### config.mk
export PLATFORM = sky130hd
export DESIGN_NAME = tile_router_flat
export DESIGN_NICKNAME = d
export VERILOG_FILES = /design/src/rtl/tile_router_if.sv /design/src/rtl/tile_router.sv /design/src/flat_wrapper.sv
export SDC_FILE = /design/constraint.sdc
export NUM_CORES = 2
export LEC_CHECK = 0
export BUFFER_PORTS_ARGS = -buffer_cell sky130_fd_sc_hd__buf_2
export CAP_MARGIN = 40
export CORE_MARGIN = 4
export CORE_UTILIZATION = 40
export DETAILED_ROUTE_END_ITERATION = 12
export PLACE_DENSITY = 0.55
export SLEW_MARGIN = 15
export SYNTH_ARGS = -nofsm -noshare
export SYNTH_HDL_FRONTEND = slang
export SYNTH_SLANG_ARGS = --single-unit
### constraint.sdc
create_clock -name i_clk -period 17.8 [get_ports i_clk]
set_input_delay 0 -clock i_clk [delete_from_list [all_inputs] [get_ports i_clk]]
set_output_delay 0 -clock i_clk [all_outputs]
set_load 0.02 [all_outputs]
### src/rtl/tile_router_if.sv
// Stream and row-output bundle between the tile reader environment and the tile router.
// The master drives incoming words and row pops; the slave (router) drives backpressure and row heads.
interface tile_router_if #(
  parameter int DATA_WIDTH = 64,
  parameter int ADDR_WIDTH = 8,
  parameter int ROWS       = 4
) ();
  logic                       i_data_valid;
  logic [ADDR_WIDTH-1:0]      i_data_addr;
  logic [DATA_WIDTH-1:0]      i_data;
  logic                       o_ready;
  logic [ROWS-1:0]            o_row_valid;
  logic [ROWS*DATA_WIDTH-1:0] o_row_data;
  logic [ROWS*ADDR_WIDTH-1:0] o_row_addr;
  logic [ROWS-1:0]            i_row_ready;

  modport master (
    output i_data_valid, i_data_addr, i_data, i_row_ready,
    input  o_ready, o_row_valid, o_row_data, o_row_addr
  );

  modport slave (
    input  i_data_valid, i_data_addr, i_data, i_row_ready,
    output o_ready, o_row_valid, o_row_data, o_row_addr
  );
endinterface

### src/rtl/tile_router.sv
// Routes buffered tile words round-robin into per-row show-ahead FIFOs feeding the PE-array rows,
// with registered backpressure, end-of-tile detection and a done pulse.
//
//  state   | meaning
//  --------+-----------------------------------------------------------
//  S_IDLE  | waiting for i_start; no pushes, o_ready low
//  S_ROUTE | pushing valid words into FIFO[row_ptr], counting words
//  S_DRAIN | all words counted; waiting for every row FIFO to empty
//  S_DONE  | single-cycle o_done pulse, then back to S_IDLE
module tile_router #(
  parameter int DATA_WIDTH = 64,
  parameter int ADDR_WIDTH = 8,
  parameter int ROWS       = 4,
  parameter int FIFO_DEPTH = 8
) (
  input  logic                i_clk,
  input  logic                i_nrst,
  input  logic                i_reg_clear,
  input  logic                i_start,
  input  logic [ADDR_WIDTH:0] i_word_count,
  tile_router_if.slave        io_bus,
  output logic                o_busy,
  output logic                o_done,
  output logic                o_overflow,
  output logic                o_stray
);
  localparam int PW = $clog2(FIFO_DEPTH);
  localparam int RW = $clog2(ROWS);
  localparam int EW = ADDR_WIDTH + DATA_WIDTH;

  typedef enum logic [1:0] {S_IDLE, S_ROUTE, S_DRAIN, S_DONE} state_t;

  state_t              r_state;
  logic [ADDR_WIDTH:0] r_target;
  logic [ADDR_WIDTH:0] r_count;
  logic [RW-1:0]       r_row_ptr;
  logic                r_ready;
  logic [EW-1:0]       r_mem  [ROWS][FIFO_DEPTH];
  logic [PW:0]         r_wptr [ROWS];
  logic [PW:0]         r_rptr [ROWS];

  logic [PW:0]                w_used     [ROWS];
  logic [PW:0]                w_used_nxt [ROWS];
  logic [ROWS-1:0]            w_valid, w_full, w_pop, w_push;
  logic                       w_in_route, w_hit_full, w_all_empty, w_room_nxt, w_last;
  logic [ADDR_WIDTH:0]        w_count_inc;
  logic [EW-1:0]              w_head;
  logic [ROWS*DATA_WIDTH-1:0] w_row_data;
  logic [ROWS*ADDR_WIDTH-1:0] w_row_addr;

  always_comb begin
    w_in_route  = (r_state == S_ROUTE) && io_bus.i_data_valid;
    w_hit_full  = 1'b0;
    w_all_empty = 1'b1;
    w_room_nxt  = 1'b1;
    w_row_data  = '0;
    w_row_addr  = '0;
    w_head      = '0;
    for (int r = 0; r < ROWS; r++) begin
      w_used[r]  = r_wptr[r] - r_rptr[r];
      w_valid[r] = (w_used[r] != '0);
      w_full[r]  = (w_used[r] == (PW+1)'(FIFO_DEPTH));
      // an empty FIFO ignores i_row_ready
      w_pop[r]   = w_valid[r] & io_bus.i_row_ready[r];
      w_push[r]  = w_in_route && (r_row_ptr == RW'(r)) && (!w_full[r] || w_pop[r]);
      if (w_in_route && (r_row_ptr == RW'(r)) && w_full[r] && !w_pop[r])
        w_hit_full = 1'b1;
      w_used_nxt[r] = w_used[r] + (PW+1)'(w_push[r]) - (PW+1)'(w_pop[r]);
      if (w_valid[r])
        w_all_empty = 1'b0;
      if (w_used_nxt[r] > (PW+1)'(FIFO_DEPTH - 2))
        w_room_nxt = 1'b0;
      w_head = r_mem[r][r_rptr[r][PW-1:0]];
      if (w_valid[r]) begin
        w_row_data[r*DATA_WIDTH +: DATA_WIDTH] = w_head[DATA_WIDTH-1:0];
        w_row_addr[r*ADDR_WIDTH +: ADDR_WIDTH] = w_head[EW-1:DATA_WIDTH];
      end
    end
    w_count_inc = r_count + (ADDR_WIDTH+1)'(1);
    w_last      = (w_count_inc == r_target);
  end

  assign io_bus.o_row_valid = w_valid;
  assign io_bus.o_row_data  = w_row_data;
  assign io_bus.o_row_addr  = w_row_addr;
  assign io_bus.o_ready     = r_ready;

  always_ff @(posedge i_clk) begin
    for (int r = 0; r < ROWS; r++)
      if (w_push[r])
        r_mem[r][r_wptr[r][PW-1:0]] <= {io_bus.i_data_addr, io_bus.i_data};
  end

  always_ff @(posedge i_clk or negedge i_nrst) begin
    if (!i_nrst) begin
      for (int r = 0; r < ROWS; r++) begin
        r_wptr[r] <= '0;
        r_rptr[r] <= '0;
      end
    end else if (i_reg_clear) begin
      for (int r = 0; r < ROWS; r++) begin
        r_wptr[r] <= '0;
        r_rptr[r] <= '0;
      end
    end else begin
      for (int r = 0; r < ROWS; r++) begin
        if (w_push[r]) r_wptr[r] <= r_wptr[r] + (PW+1)'(1);
        if (w_pop[r])  r_rptr[r] <= r_rptr[r] + (PW+1)'(1);
      end
    end
  end

  always_ff @(posedge i_clk or negedge i_nrst) begin
    if (!i_nrst) begin
      r_state    <= S_IDLE;
      r_target   <= '0;
      r_count    <= '0;
      r_row_ptr  <= '0;
      r_ready    <= 1'b0;
      o_busy     <= 1'b0;
      o_done     <= 1'b0;
      o_overflow <= 1'b0;
      o_stray    <= 1'b0;
    end else if (i_reg_clear) begin
      r_state    <= S_IDLE;
      r_target   <= '0;
      r_count    <= '0;
      r_row_ptr  <= '0;
      r_ready    <= 1'b0;
      o_busy     <= 1'b0;
      o_done     <= 1'b0;
      o_overflow <= 1'b0;
      o_stray    <= 1'b0;
    end else begin
      o_done <= 1'b0;
      if (io_bus.i_data_valid && (r_state != S_ROUTE)) o_stray <= 1'b1;
      if (w_hit_full) o_overflow <= 1'b1;
      case (r_state)
        S_IDLE: begin
          // an accepted start clears the sticky flags, overriding the stray set above
          if (i_start) begin
            r_target   <= i_word_count;
            r_count    <= '0;
            r_row_ptr  <= '0;
            o_overflow <= 1'b0;
            o_stray    <= 1'b0;
            o_busy     <= 1'b1;
            if (i_word_count == '0) begin
              r_state <= S_DRAIN;
              r_ready <= 1'b0;
            end else begin
              r_state <= S_ROUTE;
              r_ready <= w_room_nxt;
            end
          end
        end
        S_ROUTE: begin
          r_ready <= w_room_nxt;
          if (io_bus.i_data_valid) begin
            r_count   <= w_count_inc;
            r_row_ptr <= r_row_ptr + RW'(1);
            if (w_last) begin
              r_state <= S_DRAIN;
              r_ready <= 1'b0;
            end
          end
        end
        S_DRAIN: begin
          if (w_all_empty) begin
            r_state <= S_DONE;
            o_done  <= 1'b1;
          end
        end
        default: begin
          r_state <= S_IDLE;
          o_busy  <= 1'b0;
        end
      endcase
    end
  end
endmodule

### src/flat_wrapper.sv
// flat-port wrapper written by rule: the top's interface ports become plain ports
module tile_router_flat 
#(
  parameter int DATA_WIDTH = 64,
  parameter int ADDR_WIDTH = 8,
  parameter int ROWS       = 4,
  parameter int FIFO_DEPTH = 8
)
  (i_clk, i_nrst, i_reg_clear, i_start, i_word_count, o_busy, o_done, o_overflow, o_stray, io_bus_i_data_valid, io_bus_i_data_addr, io_bus_i_data, io_bus_i_row_ready, io_bus_o_ready, io_bus_o_row_valid, io_bus_o_row_data, io_bus_o_row_addr);
  tile_router_if #(.DATA_WIDTH(DATA_WIDTH), .ADDR_WIDTH(ADDR_WIDTH), .ROWS(ROWS)) io_bus_i ();
  input  logic i_clk;
  input  logic i_nrst;
  input  logic i_reg_clear;
  input  logic i_start;
  input  logic [ADDR_WIDTH:0] i_word_count;
  output logic o_busy;
  output logic o_done;
  output logic o_overflow;
  output logic o_stray;
  input wire logic [$bits(io_bus_i.i_data_valid)-1:0] io_bus_i_data_valid;
  input wire logic [$bits(io_bus_i.i_data_addr)-1:0] io_bus_i_data_addr;
  input wire logic [$bits(io_bus_i.i_data)-1:0] io_bus_i_data;
  input wire logic [$bits(io_bus_i.i_row_ready)-1:0] io_bus_i_row_ready;
  output wire logic [$bits(io_bus_i.o_ready)-1:0] io_bus_o_ready;
  output wire logic [$bits(io_bus_i.o_row_valid)-1:0] io_bus_o_row_valid;
  output wire logic [$bits(io_bus_i.o_row_data)-1:0] io_bus_o_row_data;
  output wire logic [$bits(io_bus_i.o_row_addr)-1:0] io_bus_o_row_addr;
  assign io_bus_i.i_data_valid = io_bus_i_data_valid;
  assign io_bus_i.i_data_addr = io_bus_i_data_addr;
  assign io_bus_i.i_data = io_bus_i_data;
  assign io_bus_i.i_row_ready = io_bus_i_row_ready;
  assign io_bus_o_ready = io_bus_i.o_ready;
  assign io_bus_o_row_valid = io_bus_i.o_row_valid;
  assign io_bus_o_row_data = io_bus_i.o_row_data;
  assign io_bus_o_row_addr = io_bus_i.o_row_addr;
  tile_router #(.DATA_WIDTH(DATA_WIDTH), .ADDR_WIDTH(ADDR_WIDTH), .ROWS(ROWS), .FIFO_DEPTH(FIFO_DEPTH)) u_core (.i_clk(i_clk), .i_nrst(i_nrst), .i_reg_clear(i_reg_clear), .i_start(i_start), .i_word_count(i_word_count), .io_bus(io_bus_i), .o_busy(o_busy), .o_done(o_done), .o_overflow(o_overflow), .o_stray(o_stray));
endmodule
== After elaboration in Yosys (flattened, before gate mapping) ==
Memories as Yosys holds them, arrays and structs flattened.
Index checks and enable logic that the tools add are counted.

* Add/sub/neg operators: 22
* $lt $le $gt $ge: 16
* Equality and inequality tests: 16
* Multiplexer cells: 105
* Bitwise gates (word level): 12
* Reduce and logical (&&, ||, !) cells: 61

{| class="wikitable"
|+ Operators with widths
! cell !! number
|-
| 2-to-1 mux 576 bit || 10
|-
| OR reduction 576 bit || 3
|-
| binary-select mux 72 bit (select 3 bit) || 4
|-
| demux 72 bit (select 3 bit) || 4
|-
| 2-to-1 mux 72 bit || 12
|-
| 2-to-1 mux 64 bit || 4
|-
| 2-to-1 mux 9 bit || 6
|-
| 2-to-1 mux 1 bit || 34
|-
| adder 4 x 1 -> 4 bit (second input constant) || 8
|-
| >= comparator 4 bit (second input constant) || 8
|-
| 2-to-1 mux 16 bit || 2
|-
| 2-to-1 mux 4 bit || 8
|-
| 2-to-1 mux 8 bit || 4
|-
| inverter 3 -> 4 bit || 8
|-
| 2-to-1 mux 2 bit || 12
|-
| logical AND 1 bit || 22
|-
| nonzero test 2 bit || 10
|-
| case mux 9 bit (2 select lines) || 1
|-
| adder 4 x 1 -> 4 bit || 4
|-
| == test 4 bit (second input constant) || 4
|-
| > comparator 4 x 3 -> 1 bit (second input constant) || 4
|-
| less-than comparator 4 x 1 -> 1 bit (second input constant) || 4
|-
| nonzero test 4 bit || 4
|-
| subtractor 4 x 1 -> 4 bit || 4
|-
| other kinds (22) || 48
|}

* Flip-flop bits (word level): 59
* Bits in writable memories: 2304
* Output and inout bits: 297
* Memories: 1

{| class="wikitable"
|+ Memory list
! memory !! depth !! width !! rd ports !! clocked after Yosys merged registers in !! write ports !! RTL line !! source
|-
| u_core.r_mem || 4 || 576 || 4 || 0 || 1 || tile_router.sv:38 || <nowiki>logic [EW-1:0] r_mem [ROWS][FIFO_DEPTH];</nowiki>
|}

== Depth between registers and ports, before layout ==
* Word-level depth: 16
* Depth in mapped cells: 22
* Gate-level depth less buffers: 20

== Worst setup path after synthesis ==
OpenSTA, ideal clock, no wires.

* Kind: register -> register
* Start point: reg u_core.r_rptr[1] in the netlist's numbering
* End point: mem u_core.r_mem[3][216] in the netlist's numbering, enable pin
* Arrival: 8219 ps
* Path slack: 8976 ps
* Cell stages (with the launch flop): 14
* Period minus slack after synthesis: 8824 ps
* Path through: dfrtp_1 -> clkbuf_1 -> buf_1 -> inv_1 -> ha_1 -> a21o_1 -> a21o_1 -> xnor2_1 -> inv_1 -> ha_1 -> nand2b_1 -> a31oi_1 -> nand2_1 -> nor3b_1

* Word-level cells in the longest chain between the ends: 9
* Elaborated cells on any way between the ends: 12
* Those cells by class: 1 x add/sub; 1 x eq/ne; 4 x mux; 1 x bitwise; 5 x reduce/logical

{| class="wikitable"
|+ Ends and longest elaborated chain
! what !! RTL line !! source
|-
| start: declaration || tile_router.sv:40 || <nowiki>logic [PW:0] r_rptr [ROWS];</nowiki>
|-
| start signal: indexed assignment || tile_router.sv:108 || <nowiki>if (w_pop[r]) r_rptr[r] <= r_rptr[r] + (PW+1)'(1);</nowiki>
|-
| subtractor 4 bit (*) || tile_router.sv:60 || <nowiki>w_used[r] = r_wptr[r] - r_rptr[r];</nowiki>
|-
| == test 4 bit or nonzero test 4 bit (tied branches) || tile_router.sv:62, tile_router.sv:61 ||
|-
| zero test 1 bit or bitwise AND 1 bit (tied branches) || tile_router.sv:65, tile_router.sv:64 ||
|-
| logical OR 1 bit (*) || tile_router.sv:65 || <nowiki>w_push[r] = w_in_route && (r_row_ptr == RW'(r)) && (!w_full[r] || w_pop[r]);</nowiki>
|-
| logical AND 1 bit (*) || tile_router.sv:65 ||
|-
| 2-to-1 mux 1 bit (*) || tile_router.sv:90 || <nowiki>if (w_push[r])</nowiki>
|-
| 2-to-1 mux 576 bit (implied by the code) (*) || tile_router.sv:91 || <nowiki>r_mem[r][r_wptr[r][PW-1:0]] <= {io_bus.i_data_addr, io_bus.i_data};</nowiki>
|-
| OR reduction 576 bit (no line) || - ||
|-
| 2-to-1 mux 2 bit (no line) or 2-to-1 mux 576 bit (tied branches) || - ||
|-
| end: declaration || tile_router.sv:38 ||
|}

Every way passes the cells marked *; elsewhere a longest branch is shown, timed or not.

== Worst setup path in the final report ==
* Start point: reg u_core.r_rptr[2] in the netlist's numbering
* End point: reg u_core.r_ready, in the netlist u_core.io_bus.o_ready

* Word-level cells in the longest chain between the ends: 13
* Elaborated cells on any way between the ends: 17
* Those cells by class: 3 x add/sub; 1 x order compare; 1 x eq/ne; 7 x mux; 1 x bitwise; 4 x reduce/logical

{| class="wikitable"
|+ Ends and longest elaborated chain
! what !! RTL line !! source
|-
| subtractor 4 bit (*) || tile_router.sv:60 ||
|-
| == test 4 bit or nonzero test 4 bit (tied branches) || tile_router.sv:62, tile_router.sv:61 ||
|-
| zero test 1 bit or bitwise AND 1 bit (tied branches) || tile_router.sv:65, tile_router.sv:64 ||
|-
| logical OR 1 bit || tile_router.sv:65 ||
|-
| logical AND 1 bit || tile_router.sv:65 ||
|-
| adder 4 x 1 -> 4 bit || tile_router.sv:68 || <nowiki>w_used_nxt[r] = w_used[r] + (PW+1)'(w_push[r]) - (PW+1)'(w_pop[r]);</nowiki>
|-
| subtractor 4 x 1 -> 4 bit (*) || tile_router.sv:68 ||
|-
| > comparator 4 x 3 -> 1 bit (*) || tile_router.sv:71 || <nowiki>if (w_used_nxt[r] > (PW+1)'(FIFO_DEPTH - 2))</nowiki>
|-
| 2-to-1 mux 1 bit (*) || tile_router.sv:71 ||
|-
| 2-to-1 mux 1 bit (on tied branches) || tile_router.sv:162, tile_router.sv:148 ||
|-
| 2-to-1 mux 1 bit (on tied branches) || tile_router.sv:159, tile_router.sv:141 ||
|-
| case mux 1 bit (2 select lines) (*) || tile_router.sv:138 || <nowiki>case (r_state)</nowiki>
|-
| 2-to-1 mux 1 bit (*) || tile_router.sv:124 || <nowiki>end else if (i_reg_clear) begin</nowiki>
|-
| end signal: assignment || tile_router.sv:153 || <nowiki>r_ready <= w_room_nxt;</nowiki>
|-
| end signal: assignment || tile_router.sv:158 || <nowiki>r_ready <= w_room_nxt;</nowiki>
|-
| end: declaration || tile_router.sv:37 || <nowiki>logic r_ready;</nowiki>
|}

Every way passes the cells marked *; elsewhere a longest branch is shown, timed or not. The select of a mux whose other input is x is not followed.
A chain may end at the register's enable or synchronous reset.

==> results.py <==
metrics = {
    "run_status": {
        "outcome": "finished clean",
    },
    "floorplanning": {
        "initial_core_util_pct": 40.15,
        "core_sq_mm": 0.2273,
        "rows": 175,
        "die_area_sq_mm": 0.2358,
        "ios": 387,
        "die_h_um": 485.6,
        "die_width_um": 485.6,
    },
    "routing": {
        "drt-initial-drc-count": 4865,
        "antenna_left": 0,
        "wl_um": 260400,
        "num_vias": 46860,
        "wl_per_cell_um": 31.10,
        "first_pass_iters": 8,
        "route.detailed.drc": 0,
        "via_per_inst": 5.597,
    },
    "yosys": {
        "syn_area_per_cell_sq_um": 20.36,
        "syn_nets": 4633,
        "ys_ff_latch": 2363,
        "syn_area_sq_mm": 0.09125,
        "postSynthCellCount": 4482,
        "seq_area_frac_synth_pct": 77.44,
        "ys_warn_count": 0,
        "synth.distinct_cells": 49,
    },
    "power_and_ir_drop": {
        "p_leak_nw": 34.54,
        "ir_drop_uv": 143.4,
        "power_per_cell_area_mw_per_mm2": 150.7,
    },
    "sta": {
        "rsz0062_at_grt": "no",
        "finalCritPeriodShare_pct": 29.89,
        "setup_viol": 0,
        "worst_pin_slew_ps": 983.4,
        "finalSetupTns_ps": 0,
        "relSlewSlack_pct": 34.44,
        "fin_skew_ps": 71.05,
        "fin_crit_ps": 5320,
        "fmax_mhz": 188.0,
        "finalMaxSlewViolations": 0,
        "finalHoldViolCount": 0,
    },
    "finish": {
        "finalNetCount": 5305,
        "design_area_sq_mm": 0.1069,
        "nFillCells": 19070,
        "fin_util_pct": 47.05,
        "syn_to_final_growth_pct": 17.18,
        "drive_gt1_share_pct": 28.52,
    },
    "global_route": {
        "grt_pass1_wl_um": 367200,
        "grt_pass1_vias": 47220,
        "grt_start_max_net_pins": 132,
        "overflow": 0,
        "antenna_found_initial": 38,
        "grtUsageTotal_pct": 21.90,
    },
    "clock_network": {
        "clk_pin_slew_ps": 60,
        "clk_latency_ps": 870,
        "clkSinkCount": 2363,
        "cts_buffers": 235,
        "cts.repair.resized": 0,
        "htreeDepth": 4,
        "ctsRootBufferMaster": "clkbuf_16",
        "cts_tree": "yes",
        "cts_buffer_depth": 3,
    },
    "worst_setup_path": {
        "cpPeakStageDelay_ps": 780,
        "timing.critical_path.buf_inv": 4,
        "cp_common_cell": "ha_1",
        "crit_fanout": 40,
        "arrival_ps": 6100,
        "crit_chain": "inv_4, ha_1, a21o_1, xnor2_1, inv_1, ha_1, and3b_4, buf_4, nor2b_1, ha_1, inv_1, ha_1, a21o_1, a21oi_1, xnor2_1, nor4_1, o2111ai_1, o21ai_0",
        "slowest_stage": "dfrtp_4",
        "start_kind": "flip-flop",
        "critPathTopFamily": "simple AND/OR/NAND/NOR gates",
        "cp-end-kind": "flip-flop",
        "required_ps": 18580,
        "crit_type": "flip-flop to flip-flop",
    },
    "hold_path": {
        "worstHoldPathType": "input pin to flip-flop",
    },
    "placed_design": {
        "dp_hpwl_um": 163700,
        "io_buffers": 386,
        "gp_congestion": 0.7818,
        "placed_area_sq_mm": 0.09784,
    },
    "job": {
        "drv_cap": 0,
    },
}
flip-flops by register name (all words and copies together) (netlist names):
name                   cells
u_core.r_mem            2304
u_core.r_rptr             16
u_core.r_wptr             16
u_core.r_count             9
u_core.r_target            9
u_core.r_row_ptr           2
u_core.r_state             2
u_core.io_bus.o_ready      1
u_core.o_busy              1
u_core.o_done              1
u_core.o_overflow          1
u_core.o_stray             1
per-layer routing:
layer / track usage, % / share of wire (%)
met1: 31.34 / 43
met2: 35.32 / 49
met3: 3.663 / 6.4
met4: 5.385 / 2.4
met5: 0 / 0.019
area by class of cell:
type | count | area [sq um] | area share, %
Timing Repair Buffer | 682 | 5167 | 4.833
Multi-Input combinational cell | 1827 | 19610 | 18.34
Tap cell | 3009 | 3765 | 3.521
Clock inverter | 137 | 1281 | 1.198
Sequential cell | 2363 | 70710 | 66.13
Clock buffer | 296 | 6192 | 5.791
Inverter | 45 | 178.9 | 0.1673
Antenna cell | 12 | 30.03 | 0.02808
cells by family after synthesis:
group	count (synthesis)	synth area share, %
DFF	2363	77.44
and+or+nand+nor	762	3.384
muxes	587	14.34
AOI/OAI and AO/OA	363	2.120
buffers and inverters	292	1.298
adders and majority gates	62	0.9132
xor gates and xnor gates	53	0.5087
worst paths after layout:
| kind | start | to | slack [ps] | depth (start not counted) |
|---|---|---|---|---|
| max reg2reg | u_core.r_rptr[2] | u_core.io_bus.o_ready | 12480 | 18 |
| min reg2reg | u_core.r_count[8] | u_core.r_count[8] | 500 | 1 |
| max in group asynchronous | i_nrst | u_core.r_rptr[13] | 16990 | 5 |
| min | io_bus_i_data[24] | u_core.r_mem[3][240] | 50 | 2 |
| min in group asynchronous | i_nrst | u_core.r_target[1] | 210 | 4 |
| max | u_core.r_rptr[2] | u_core.io_bus.o_ready | 12480 | 18 |
Yosys cell counts (all sizes together):
library cell  instances  area, sq um
o31ai                 5        37.54
nor3b                 9        67.56
clkbuf              144        541.8
buf                 103        474.2
fa                    8        160.2
o21ai                16        80.08
mux2i                 9        90.09
o41ai                 2        17.52
xor2                 20        175.2
and3                  7        45.05
nor2                 51        191.4
o2111ai               2        17.52
nand2b               10        62.56
dfrtp                59         1476
maj3                  1        10.01
and4                  3        27.53
a31oi                10        81.33
nor3                 17        85.08
edfxtp             2304        69190
a21o                 13        97.59
nand3                10        50.05
nor4                  3        18.77
a211oi                1        7.510
inv                  45        168.9
or3                   3        18.77
a32o                  1        10.01
o22a                  1        8.760
o2bb2ai               1        15.01
mux2                  2        22.52
and2                  2        12.51
nand4b                1        8.760
nand2               623         2338
ha                   53        663.1
a21oi               309         1546
and3b                 4        35.03
nand3b                1        7.510
mux4                576        12970
xnor2                33        289.0
a2bb2oi               1        8.760
nand4                10        68.81
nor2b                 8        50.05
o22ai                 1        6.260
stage by stage:
stage	hold WS [ps]	worst slack, ps	std cells	total power, mW
after global placement	254.5	12200	7736	11.34
after CTS	52.65	12110	8340	16.29
final	46.46	12480	8371	16.12
after floorplan	-295.6	8976	4482	9.071
after detailed placement	-17.42	12120	7787	11.45
after global routing	4.795	12090	8362	16.75
report_power, final:
group / switching (mW) / internal (mW)
Sequential: 0.104 / 6.16
Combinational: 3.35 / 1.69
Clock: 2.10 / 2.71
Total: 5.56 / 10.6
cells in the final DEF (no fill, tap or decap), types with 10 or more instances in the layout:
master / instances
buf_4: 130
nand3_1: 10
dfrtp_1: 47
nand2b_1: 10
dfrtp_4: 12
dlygate4sd3_1: 120
diode_2: 12
clkinvlp_4: 10
clkbuf_16: 237
ha_1: 53
edfxtp_1: 2304
buf_2: 386
o21ai_0: 16
buf_16: 24
bufinv_16: 17
xnor2_1: 33
a21o_1: 13
nor2_1: 41
xor2_1: 20
buf_12: 18
clkbuf_1: 55
mux4_2: 576
nor3_2: 12
inv_1: 41
nand2_1: 623
clkinv_1: 53
a21oi_1: 307
clkinv_2: 39
nor2_4: 10
timing repair:
action,in CTS,in global routing
setup buffers,0,0
hold endpoints to repair,2414,0
hold buffers,120,0
Note: power is estimated with default switching activity, not from simulation.
